--- config.mk ---
export PLATFORM = sky130hd
export DESIGN_NAME = ddc_out_formatter
export DESIGN_NICKNAME = d
export VERILOG_FILES = /design/src/rtl/ddc_out_formatter.sv
export SDC_FILE = /design/constraint.sdc
export NUM_CORES = 1
export LEC_CHECK = 0
export ABC_AREA = 1
export CAP_MARGIN = 20
export CORE_MARGIN = 10
export CORE_UTILIZATION = 56
export DETAILED_ROUTE_END_ITERATION = 7
export HOLD_SLACK_MARGIN = 0.12
export PLACE_DENSITY = 0.74
export RECOVER_POWER = 50
export SETUP_SLACK_MARGIN = 0.05
export SKIP_LAST_GASP = 1
export SYNTH_ARGS = -nofsm -noshare
export SYNTH_HDL_FRONTEND = slang
export SYNTH_SLANG_ARGS = --single-unit
--- constraint.sdc ---
create_clock -name clk -period 13.3 [get_ports clk]
set_input_delay 3.325 -clock clk [delete_from_list [all_inputs] [get_ports clk]]
set_output_delay 3.325 -clock clk [all_outputs]
set_load 0.01 [all_outputs]
--- src/rtl/ddc_out_formatter.sv ---
// Buffers decimated DDC I/Q pairs in a small FIFO and serialises them as I then Q words
// on one valid/ready output bus, with a sticky flag for pairs lost to a full buffer.
module ddc_out_formatter #(
  parameter int DATABITWIDTH = 16,
  parameter int FIFODEPTH    = 8,
  parameter int PTRBITWIDTH  = 3
) (
  input  logic                    clk,
  input  logic                    rst,
  input  logic                    ddc_flag,
  input  logic [DATABITWIDTH-1:0] ddc_i_data,
  input  logic [DATABITWIDTH-1:0] ddc_q_data,
  input  logic                    out_ready,
  input  logic                    clr_overflow,
  output logic [DATABITWIDTH-1:0] out_data,
  output logic                    out_valid,
  output logic                    out_iq_sel,
  output logic [PTRBITWIDTH:0]    fifo_level,
  output logic                    overflow
);

  localparam int                ENTRYBITS  = 2 * DATABITWIDTH;
  localparam logic [PTRBITWIDTH:0]   FULL_COUNT = (PTRBITWIDTH + 1)'(FIFODEPTH);
  localparam logic [PTRBITWIDTH:0]   CNT_ONE    = (PTRBITWIDTH + 1)'(1);
  localparam logic [PTRBITWIDTH-1:0] PTR_ONE    = PTRBITWIDTH'(1);

  typedef enum logic [1:0] {
    ST_IDLE   = 2'd0,
    ST_SEND_I = 2'd1,
    ST_SEND_Q = 2'd2
  } state_t;

  logic [ENTRYBITS-1:0] mem [FIFODEPTH];

  state_t                 state_q, state_d;
  logic [PTRBITWIDTH-1:0] wr_ptr_q, wr_ptr_d;
  logic [PTRBITWIDTH-1:0] rd_ptr_q, rd_ptr_d;
  logic [PTRBITWIDTH:0]   count_q, count_d;
  logic [ENTRYBITS-1:0]   hold_q, hold_d;
  logic                   out_valid_q, out_valid_d;
  logic                   out_iq_sel_q, out_iq_sel_d;
  logic                   overflow_q, overflow_d;

  logic fifo_empty;
  logic fifo_full;
  logic transfer;
  logic pop;
  logic push_acc;
  logic drop;

  always_comb begin
    state_d      = state_q;
    out_valid_d  = out_valid_q;
    out_iq_sel_d = out_iq_sel_q;
    pop          = 1'b0;

    fifo_empty = (count_q == '0);
    fifo_full  = (count_q == FULL_COUNT);
    transfer   = out_valid_q & out_ready;

    case (state_q)
      ST_IDLE: begin
        if (!fifo_empty) begin
          pop          = 1'b1;
          state_d      = ST_SEND_I;
          out_valid_d  = 1'b1;
          out_iq_sel_d = 1'b0;
        end
      end
      ST_SEND_I: begin
        if (transfer) begin
          state_d      = ST_SEND_Q;
          out_iq_sel_d = 1'b1;
        end
      end
      ST_SEND_Q: begin
        if (transfer) begin
          // Refill straight from the FIFO so a waiting pair follows with no bubble.
          if (!fifo_empty) begin
            pop          = 1'b1;
            state_d      = ST_SEND_I;
            out_iq_sel_d = 1'b0;
          end else begin
            state_d      = ST_IDLE;
            out_valid_d  = 1'b0;
            out_iq_sel_d = 1'b0;
          end
        end
      end
      default: begin
        state_d      = ST_IDLE;
        out_valid_d  = 1'b0;
        out_iq_sel_d = 1'b0;
      end
    endcase

    // A pop frees the head slot this cycle, so a full FIFO can still take the new pair.
    push_acc = ddc_flag & (~fifo_full | pop);
    drop     = ddc_flag & ~push_acc;

    hold_d   = pop ? mem[rd_ptr_q] : hold_q;
    wr_ptr_d = push_acc ? (wr_ptr_q + PTR_ONE) : wr_ptr_q;
    rd_ptr_d = pop ? (rd_ptr_q + PTR_ONE) : rd_ptr_q;

    count_d = count_q;
    case ({push_acc, pop})
      2'b10:   count_d = count_q + CNT_ONE;
      2'b01:   count_d = count_q - CNT_ONE;
      default: count_d = count_q;
    endcase

    overflow_d = overflow_q;
    if (drop) begin
      overflow_d = 1'b1;
    end else if (clr_overflow) begin
      overflow_d = 1'b0;
    end
  end

  always_ff @(posedge clk) begin
    if (!rst) begin
      state_q      <= ST_IDLE;
      wr_ptr_q     <= '0;
      rd_ptr_q     <= '0;
      count_q      <= '0;
      hold_q       <= '0;
      out_valid_q  <= 1'b0;
      out_iq_sel_q <= 1'b0;
      overflow_q   <= 1'b0;
    end else begin
      state_q      <= state_d;
      wr_ptr_q     <= wr_ptr_d;
      rd_ptr_q     <= rd_ptr_d;
      count_q      <= count_d;
      hold_q       <= hold_d;
      out_valid_q  <= out_valid_d;
      out_iq_sel_q <= out_iq_sel_d;
      overflow_q   <= overflow_d;
    end
  end

  // Storage needs no reset: pointers and count define what is live.
  always_ff @(posedge clk) begin
    if (rst && push_acc) begin
      mem[wr_ptr_q] <= {ddc_i_data, ddc_q_data};
    end
  end

  assign out_data   = out_iq_sel_q ? hold_q[DATABITWIDTH-1:0] : hold_q[ENTRYBITS-1:DATABITWIDTH];
  assign out_valid  = out_valid_q;
  assign out_iq_sel = out_iq_sel_q;
  assign fifo_level = count_q;
  assign overflow   = overflow_q;

endmodule

==> summary.txt, run 1 <==
Drt pass-1 iters -> 5
Worst path max stage delay -> 1.24 ns
Root buffer cell -> clkbuf_16
P&R area growth vs syn -> 15.8%
Synth Area per Inst -> 12.2 sq um
Global-route wire length before repair -> 40700 um
Fill count -> 1496
Area of the die -> 0.0273 sq mm
Multiplexer share of the synthesized area -> 0%
Failing checks -> capacitance limit, slew limit
Vias in the first global route -> 7454
Peak supply drop -> 137 uV
GP Congestion -> 0.819
Initial drt markers -> 698
H-tree depth -> 1
HP Class -> register to register
Fin crit period -> 6.62 ns
Number of gates resized after cts -> 0
Die Width -> 165 um
Max clock buf depth -> 3
Port Buffers -> 59
FF-to-FF Start -> state_q[1]$_SDFFE_PN0P_
Buf/Inv on CP -> 5
Commonest cells after routing, fill and taps aside -> edfxtp_1, nor2_1, o21ai_0
Overall Power -> 2.72 mW
Capturing point of the worst reg2reg path -> mem[4][14]$_DFFE_PP_
WHS Path Cells -> 2
Final nets -> 1050
Dpl cells -> 1251
Simple-Gate Fraction of Synth Area -> 8.77%
Leak -> 4.57 nW
Hold_sp -> overflow$_SDFFE_PN0P_
Worst skew pair latency -> 0.55 ns
Crit-path slowest cell -> clkbuf_1
Netlist cell types -> 27
Final wirelength -> 26500 um
Filler-free cell count of the finished design -> 1310
Cell family with most CP delay -> buffers and inverters
Drc violations -> 0
Setup TNS Final -> 0 ns
Initial antenna violation count -> 1
Share of flip-flops with an asynchronous set or reset -> 0%
Largest family of logic cells by synthesized area -> compound AO/OA/AOI/OAI gates
Clock Pin Slew Worst Setup and Hold Paths -> 0.07 ns
GRT Resource Usage Total -> 19.1%
CTS Hold Bufs -> 0
Flops & latches, synth -> 302
Sequential-to-total area share from yosys stat -> 73.0%
Worst r2r path cells -> 8
Layout cells sized above 1 -> 7.65%
Netlist Area Pre-Place -> 0.0118 sq mm
Vias -> 7712
Rows -> 53
Pins over their slew limit -> 43
XOR/XNOR Fraction of Synth Area -> 0%
Avg WL per Cell -> 20.2 um
Slew HR -> -15.5%
Vias per Instance -> 5.89
CP startpoint kind -> input pin
Crit Path Max Fanout -> 42
Slew @ Worst Pin -> 1.73 ns
DP Worst Slack -> 7.08 ns
Largest net degree at the start of global routing -> 110
Sequential cell area -> 0.00861 sq mm
Initial Util -> 56.5%
Multi-input gate area -> 0.00282 sq mm
Synth Area in Adders -> 0.318%
Synth Flop Type -> edfxtp_1
Outcome -> finished with violations
Max frequency -> 151 MHz
Critical path class -> input pin to register
Crit end category -> register
DP Area -> 0.0126 sq mm
Max Cap Viol -> 1
Final WS setup -> 6.68 ns
Req. time, crit path -> 13.49 ns
Post-synth EDFFs -> 256
R2R Setup Slk -> 10.48 ns
Synth Warn # -> 0
Core ar. -> 0.0209 sq mm
Top cell by count, worst path -> inv_1
Mapped Cells -> 967
CTS Buf Count -> 29
RSZ-0062 raised after global routing -> no
# setup viols final -> 0
Skew final -> 0.0157 ns
Die H -> 165 um
Most common cell after layout, fill and taps aside -> edfxtp_1
Syn_nets -> 1007
Global route overflow -> 0
Clk sinks -> 302
DP HPWL -> 14600 um
CTS tree -> yes
Crit-path cells -> dlygate4sd3_1 > clkbuf_1 > inv_1 > nor2_1 > inv_1 > nor3_2 > buf_4
Post-synthesis compound-gate area fraction -> 14.4%
Hold endpoint -> overflow$_SDFFE_PN0P_
Io pins -> 60
Final instance area -> 0.0137 sq mm
Hold Slack -> 0.481 ns
ANT nets after route -> 0
Critical Path AT -> 6.80 ns
Crit share post-route -> 49.8%
Cell Pwr Density -> 199 mW/mm^2
Post-CTS Setup Inserts -> 0
Core Util, Final -> 65.4%
Final Hold Viols -> 0
-- how the worst max path moves through the flow --
stage               slack, ns  depth (start not counted)                   end                     from
global placement         7.17                          9  mem[5][12]$_DFFE_PP_                out_ready
floorplan                6.66                          8   mem[0][0]$_DFFE_PP_                out_ready
CTS                      6.90                          4           out_data[1]  state_q[1]$_SDFFE_PN0P_
detailed placement       7.08                          9  mem[7][10]$_DFFE_PP_                out_ready
global route             6.41                          7  mem[4][17]$_DFFE_PP_                      rst
finish                   6.68                          7  mem[4][14]$_DFFE_PP_                      rst
-- report_power, final --
group	total, mW	switching (mW)	internal [mW]	leakage, nW
sequential	1.15	0.0536	1.09	2.70
combinational	0.684	0.467	0.218	1.36
clock	0.892	0.344	0.547	0.511
-- state kept, by name (all words and copies together), names as in the netlist --
| signal | flops |
|---|---|
| overflow | 1 |
| hold_q | 32 |
| state_q | 2 |
| wr_ptr_q | 3 |
| mem | 256 |
| rd_ptr_q | 3 |
| fifo_level | 4 |
| out_valid | 1 |
-- logic make-up (layout without fill, tap and decap cells) --
logic type / count (synthesis) / after routing
buffers and inverters: 83 / 149
other: 0 / 2
flip-flops: 302 / 302
AND/OR/NAND/NOR: 267 / 267
adder cells (fa/ha/maj): 3 / 3
AO/OA/AOI/OAI: 312 / 312
-- worst reg2reg max path: stages (launching register included) --
cell	delay (ns)
dfxtp_1	0.60
nand2_1	0.27
nand2_1	0.10
nand2_1	0.09
nand2_1	0.13
nor2_1	0.22
inv_1	0.18
nor3_2	0.34
buf_4	0.51
-- cell usage after synthesis (6+ instances only) --
| master | instances | area (sq um) |
|---|---|---|
| o21ai_1 | 46 | 230 |
| nor2_1 | 176 | 661 |
| buf_4 | 7 | 52.6 |
| inv_1 | 18 | 67.6 |
| edfxtp_1 | 256 | 7690 |
| o211ai_1 | 33 | 248 |
| dfxtp_1 | 46 | 921 |
| o21ai_0 | 155 | 776 |
| clkbuf_1 | 27 | 101 |
| a21oi_1 | 43 | 215 |
| o22ai_1 | 32 | 200 |
| buf_2 | 18 | 90.1 |
| nand2_1 | 75 | 282 |
| nand3_1 | 6 | 30.0 |
| buf_6 | 7 | 78.8 |
-- per-layer routing --
layer / part of all wire [%] / routed length, um / track usage [%]
met1: 41 / 11000 / 25.9
met2: 48 / 12700 / 30.7
met5: 0 / 0 / 0
met3: 8.9 / 2360 / 3.99
met4: 1.9 / 503 / 5.88
-- cell type report --
type,count,share of cell area [%]
Sequential cell,302,63.0
Multi-Input combinational cell,582,20.6
Clock buffer,35,5.62
Timing Repair Buffer,74,5.49
Tap cell,275,2.52
Clock inverter,19,2.05
Inverter,21,0.595
Antenna cell,2,0.0366
Note: power is estimated with default switching activity, not from simulation.
==> run 2: changes to the inputs <==
==> constraint.sdc (replaced) <==
create_clock -name clk -period 6.3 [get_ports clk]
set_input_delay 1.575 -clock clk [delete_from_list [all_inputs] [get_ports clk]]
set_output_delay 1.575 -clock clk [all_outputs]
set_load 0.01 [all_outputs]
==> run 2 against run 1 <==
- the run still ends with capacitance limit, slew limit left
- non-clock buffer count up 1
- via count down 1.5%
- final area down 0.45%
- wire length down 2.9%
- die area unchanged
- utilization down 0.29 points
==> summary.txt, run 2 (synthesis gave the netlist of run 1 again) <==
Outcome -> finished with violations
Failing checks -> capacitance limit, slew limit
Commonest cells after routing, fill and taps aside -> edfxtp_1, nor2_1, o21ai_0
Critical Path AT -> 5.16 ns
Clk sinks -> 302
Crit-path slowest cell -> clkbuf_1
Met3 usage -> 2.88%
Crit end category -> register
Busiest metal layer after global routing -> met2
Cell family with most CP delay -> buffers and inverters
Critical path class -> input pin to register
CP startpoint kind -> input pin
Vias in the first global route -> 7279
Req. time, crit path -> 6.46 ns
CTS tree -> yes
DP HPWL -> 14400 um
RSZ-0062 raised after global routing -> no
Root buffer cell -> clkbuf_16
Dpl cells -> 1251
Cell Pwr Density -> 410 mW/mm^2
Core Util, Final -> 65.1%
Leak -> 4.54 nW
Max frequency -> 200 MHz
M2 GR Usage -> 29.3%
Max Cap Viol -> 1
Core ar. -> 0.0209 sq mm
Crit Path Max Fanout -> 42
Clock Pin Slew Worst Setup and Hold Paths -> 0.06 ns
Post-CTS Setup Inserts -> 0
# setup viols final -> 0
Final Hold Viols -> 0
ANT nets after route -> 0
Buf/Inv on CP -> 3
HP Class -> register to register
Largest net degree at the start of global routing -> 101
P&R area growth vs syn -> 15.3%
Worst skew pair latency -> 0.55 ns
Vias per Instance -> 5.79
Io pins -> 60
Max clock buf depth -> 3
Drc violations -> 0
Fin crit period -> 5.00 ns
Filler-free cell count of the finished design -> 1312
Max reg flops -> 256
Most common cell after layout, fill and taps aside -> edfxtp_1
Pins over their slew limit -> 43
Initial Util -> 56.5%
Layout cells sized above 1 -> 6.85%
Global route overflow -> 0
Peak supply drop -> 238 uV
Crit share post-route -> 79.4%
Slew @ Worst Pin -> 1.76 ns
Final wirelength -> 25700 um
Initial drt markers -> 731
Final instance area -> 0.0136 sq mm
Global-route wire length before repair -> 39800 um
Initial antenna violation count -> 1
Setup TNS Final -> 0 ns
Number of gates resized after cts -> 0
Avg WL per Cell -> 19.6 um
Die Width -> 165 um
Drt pass-1 iters -> 5
H-tree depth -> 1
Most flops, register -> mem
Crit-path cells -> dlygate4sd3_1 > clkbuf_1 > inv_1 > nor2_1 > nand2_1 > nor2_4
Vias -> 7597
DP Area -> 0.0125 sq mm
GP Congestion -> 0.787
Area of the die -> 0.0273 sq mm
Final nets -> 1052
Slew HR -> -17.0%
CTS Buf Count -> 30
Die H -> 165 um
Worst path max stage delay -> 1.26 ns
GRT Resource Usage Total -> 18.6%
Rows -> 53
Skew final -> 0.0147 ns
GRT met1 Usage -> 26.5%
Port Buffers -> 59
CTS Hold Bufs -> 0
==> run 2: path summary, 6_finish.rpt <==
kind              slack (ns)                     to                    start  depth (start not counted)
setup / recovery        1.30   mem[3][31]$_DFFE_PP_                      rst                          6
hold / removal          0.47  overflow$_SDFFE_PN0P_    overflow$_SDFFE_PN0P_                          2
setup reg to reg        3.40   mem[3][31]$_DFFE_PP_  state_q[1]$_SDFFE_PN0P_                          7
hold reg to reg         0.47  overflow$_SDFFE_PN0P_    overflow$_SDFFE_PN0P_                          2
==> run 2: worst register-to-register path, cell delays in order, from the launching register on <==
cell and delay [ns]:
dfxtp_1 0.60, nand2_1 0.27, nand2_1 0.09, nand2_1 0.09, nand2_1 0.13, nor2_1 0.17, nand2_1 0.27, nor2_4 0.88
==> run 2: power by group <==
part           leakage, nW  total (mW)  switching [mW]  internal (mW)
Clock                0.463        1.71           0.707           1.01
Combinational         1.38        1.42           0.953          0.468
Sequential            2.70        2.44           0.134           2.31
==> run 2: layer usage <==
metal  share of wire (%)  wire length (um)
met4                 1.5               387
met1                  43             11100
met2                  47             12100
met3                 8.1              2100
met5                   0                 0
==> run 2: stage by stage <==
step,total power [mW],hold slack [ns],worst slack [ns]
global placement,3.86,0.481,1.94
CTS,5.60,0.472,1.63
global route,5.88,0.478,0.989
floorplan,3.51,0.487,1.41
detailed placement,3.90,0.464,1.88
finish,5.58,0.469,1.30
==> run 2: cell type report <==
class / count / area (sq um)
flip-flops and latches: 302 / 8610
multi-input cells: 582 / 2810
diodes: 1 / 2.50
inverters: 21 / 81.3
clock buffers: 49 / 893
clock inverters: 7 / 70.1
well taps: 275 / 344
repair buffers: 75 / 783
fillers: 1515 / 7290
==> run 3: changes to the inputs <==
--- a/config.mk
+++ b/config.mk
@@ -8,10 +8,10 @@
 export ABC_AREA = 1
 export CAP_MARGIN = 20
 export CORE_MARGIN = 10
-export CORE_UTILIZATION = 56
+export CORE_UTILIZATION = 54
 export DETAILED_ROUTE_END_ITERATION = 7
 export HOLD_SLACK_MARGIN = 0.12
-export PLACE_DENSITY = 0.74
+export PLACE_DENSITY = 0.75
 export RECOVER_POWER = 50
 export SETUP_SLACK_MARGIN = 0.05
 export SKIP_LAST_GASP = 1
==> constraint.sdc (replaced) <==
create_clock -name clk -period 4.5 [get_ports clk]
set_input_delay 1.125 -clock clk [delete_from_list [all_inputs] [get_ports clk]]
set_output_delay 1.125 -clock clk [all_outputs]
set_load 0.01 [all_outputs]
==> run 3 against run 2 <==
- the run still ends with capacitance limit, slew limit left
- utilization shrank 2.4 points
- wire length rose by 2.8%
- register-to-register slack got worse by 2.6 ns
- die area increased by 3.3%
- first-iteration DRC count grew 13%
- sequential power up 41%
- hold slack improved by 0.0029 ns
- combinational power increased by 37%
- cell count rose by 0.69%
- clock power increased by 43%
- final area about the same
==> summary.txt, run 3 (synthesis gave the netlist of run 1 again) <==
Die Width -> 168 um
CTS Buf Count -> 30
# setup viols final -> 0
Worst skew pair latency -> 0.56 ns
Post-CTS Setup Inserts -> 0
H-tree depth -> 1
Number of gates resized after cts -> 0
Vias -> 7774
P&R area growth vs syn -> 15.4%
Global-route wire length before repair -> 41700 um
Setup TNS Final -> 0 ns
Largest net degree at the start of global routing -> 73
Final instance area -> 0.0136 sq mm
Crit end category -> register
Vias in the first global route -> 7652
Final WS setup -> 0.818 ns
Crit Path Max Fanout -> 70
Vias per Instance -> 5.88
Critical path class -> register to register
Max clock buf depth -> 3
Slew HR -> -60.1%
Clock Pin Slew Worst Setup and Hold Paths -> 0.06 ns
Initial antenna violation count -> 0
Clk sinks -> 302
Switching power -> 2.55 mW
GRT Resource Usage Total -> 18.4%
Port Buffers -> 59
Worst Setup SP -> rd_ptr_q[0]$_SDFFE_PN0N_
CTS Hold Bufs -> 0
Final wirelength -> 26500 um
Final nets -> 1057
R2R Setup Slk -> 0.82 ns
Core ar. -> 0.0217 sq mm
Failing checks -> capacitance limit, slew limit
Peak supply drop -> 408 uV
Root buffer cell -> clkbuf_16
Most common cell after layout, fill and taps aside -> edfxtp_1
Max frequency -> 272 MHz
Slew @ Worst Pin -> 2.40 ns
Global route overflow -> 0
Initial drt markers -> 829
Final Hold Viols -> 0
RSZ-0062 raised after global routing -> no
Capturing point of the worst reg2reg path -> hold_q[2]$_SDFFE_PN0N_
Multi-input gate area -> 0.00280 sq mm
Most flops, register -> mem
Max reg flops -> 256
DP Worst Slack -> 0.806 ns
Crit share post-route -> 81.8%
Diode count -> 0
DP Area -> 0.0127 sq mm
CTS tree -> yes
Seq pwr share -> 44.1%
Outcome -> finished with violations
Die H -> 168 um
Logic pwr share -> 24.8%
Area of the die -> 0.0282 sq mm
FF-to-FF Start -> rd_ptr_q[0]$_SDFFE_PN0N_
GP Congestion -> 0.807
End of the critical path -> hold_q[2]$_SDFFE_PN0N_
Worst r2r path cells -> 5
Hold Slack -> 0.472 ns
Initial Util -> 54.4%
Sequential cell area -> 0.00861 sq mm
Fin crit period -> 3.68 ns
Rows -> 54
Drt pass-1 iters -> 5
Cell Pwr Density -> 575 mW/mm^2
Max Cap Viol -> 2
Share of total power in the clock network -> 31.1%
Avg WL per Cell -> 20.0 um
Layout cells sized above 1 -> 7.20%
HP Class -> register to register
Pins over their slew limit -> 129
Critical Path AT -> 4.15 ns
Req. time, crit path -> 4.97 ns
Drc violations -> 0
Io pins -> 60
Skew final -> 0.0113 ns
Fill count -> 1586
CP startpoint kind -> register
DP HPWL -> 15500 um
Int Pwr -> 5.28 mW
Leak -> 4.56 nW
ANT nets after route -> 0
Commonest cells after routing, fill and taps aside -> edfxtp_1, nor2_1, o21ai_0
Core Util, Final -> 62.7%
Switching share of power -> 32.5%
## run 3: layout make-up
type                    instances  share of cell area [%]
flip-flops and latches        302                    63.3
repair buffers                 80                    5.84
multi-input cells             582                    20.6
inverters                      21                   0.598
clock inverters                18                    1.31
clock buffers                  38                    5.81
well taps                     280                    2.57
## run 3: stage by stage
stage | power (mW) | instances
5_1_grt | 8.27 | 1321
4_1_cts | 7.89 | 1321
3_5_place_dp | 5.46 | 1265
3_3_place_gp | 5.40 | 1265
2_1_floorplan | 4.91 | 967
6_report | 7.83 | 1321
## run 3: power by group through the flow
stage / logic, mW / clock network (mW) / registers, mW
floorplan: 1.54 / 0 / 3.37
global placement: 1.90 / 0 / 3.50
detailed placement: 1.96 / 0 / 3.50
CTS: 1.98 / 2.46 / 3.45
global route: 2.21 / 2.58 / 3.48
finish: 1.94 / 2.44 / 3.45
## run 3: critical path: stages, from the launching register on
cell,delay (ns)
dfxtp_4,0.83
clkbuf_1,1.77
o21ai_0,0.38
o22ai_1,0.27
o21ai_0,0.16
a21oi_1,0.17
## run 3: how the worst min path moves through the flow
stage | startpoint | end | slack, ns | cells past startpoint
after floorplan | overflow$_SDFFE_PN0P_ | overflow$_SDFFE_PN0P_ | 0.49 | 2
after global placement | overflow$_SDFFE_PN0P_ | overflow$_SDFFE_PN0P_ | 0.45 | 2
after detailed placement | overflow$_SDFFE_PN0P_ | overflow$_SDFFE_PN0P_ | 0.47 | 2
after CTS | overflow$_SDFFE_PN0P_ | overflow$_SDFFE_PN0P_ | 0.48 | 2
after global routing | overflow$_SDFFE_PN0P_ | overflow$_SDFFE_PN0P_ | 0.50 | 2
final | overflow$_SDFFE_PN0P_ | overflow$_SDFFE_PN0P_ | 0.47 | 2
## run 3: metal layers
layer / up-vias / global-route usage [%] / wire (um)
met5: - / 0 / 0
met3: 47 / 3.05 / 1670
li1: 3617 / - / -
met2: 278 / 29.8 / 12700
met4: 0 / 6.36 / 660
met1: 3832 / 24.6 / 11400
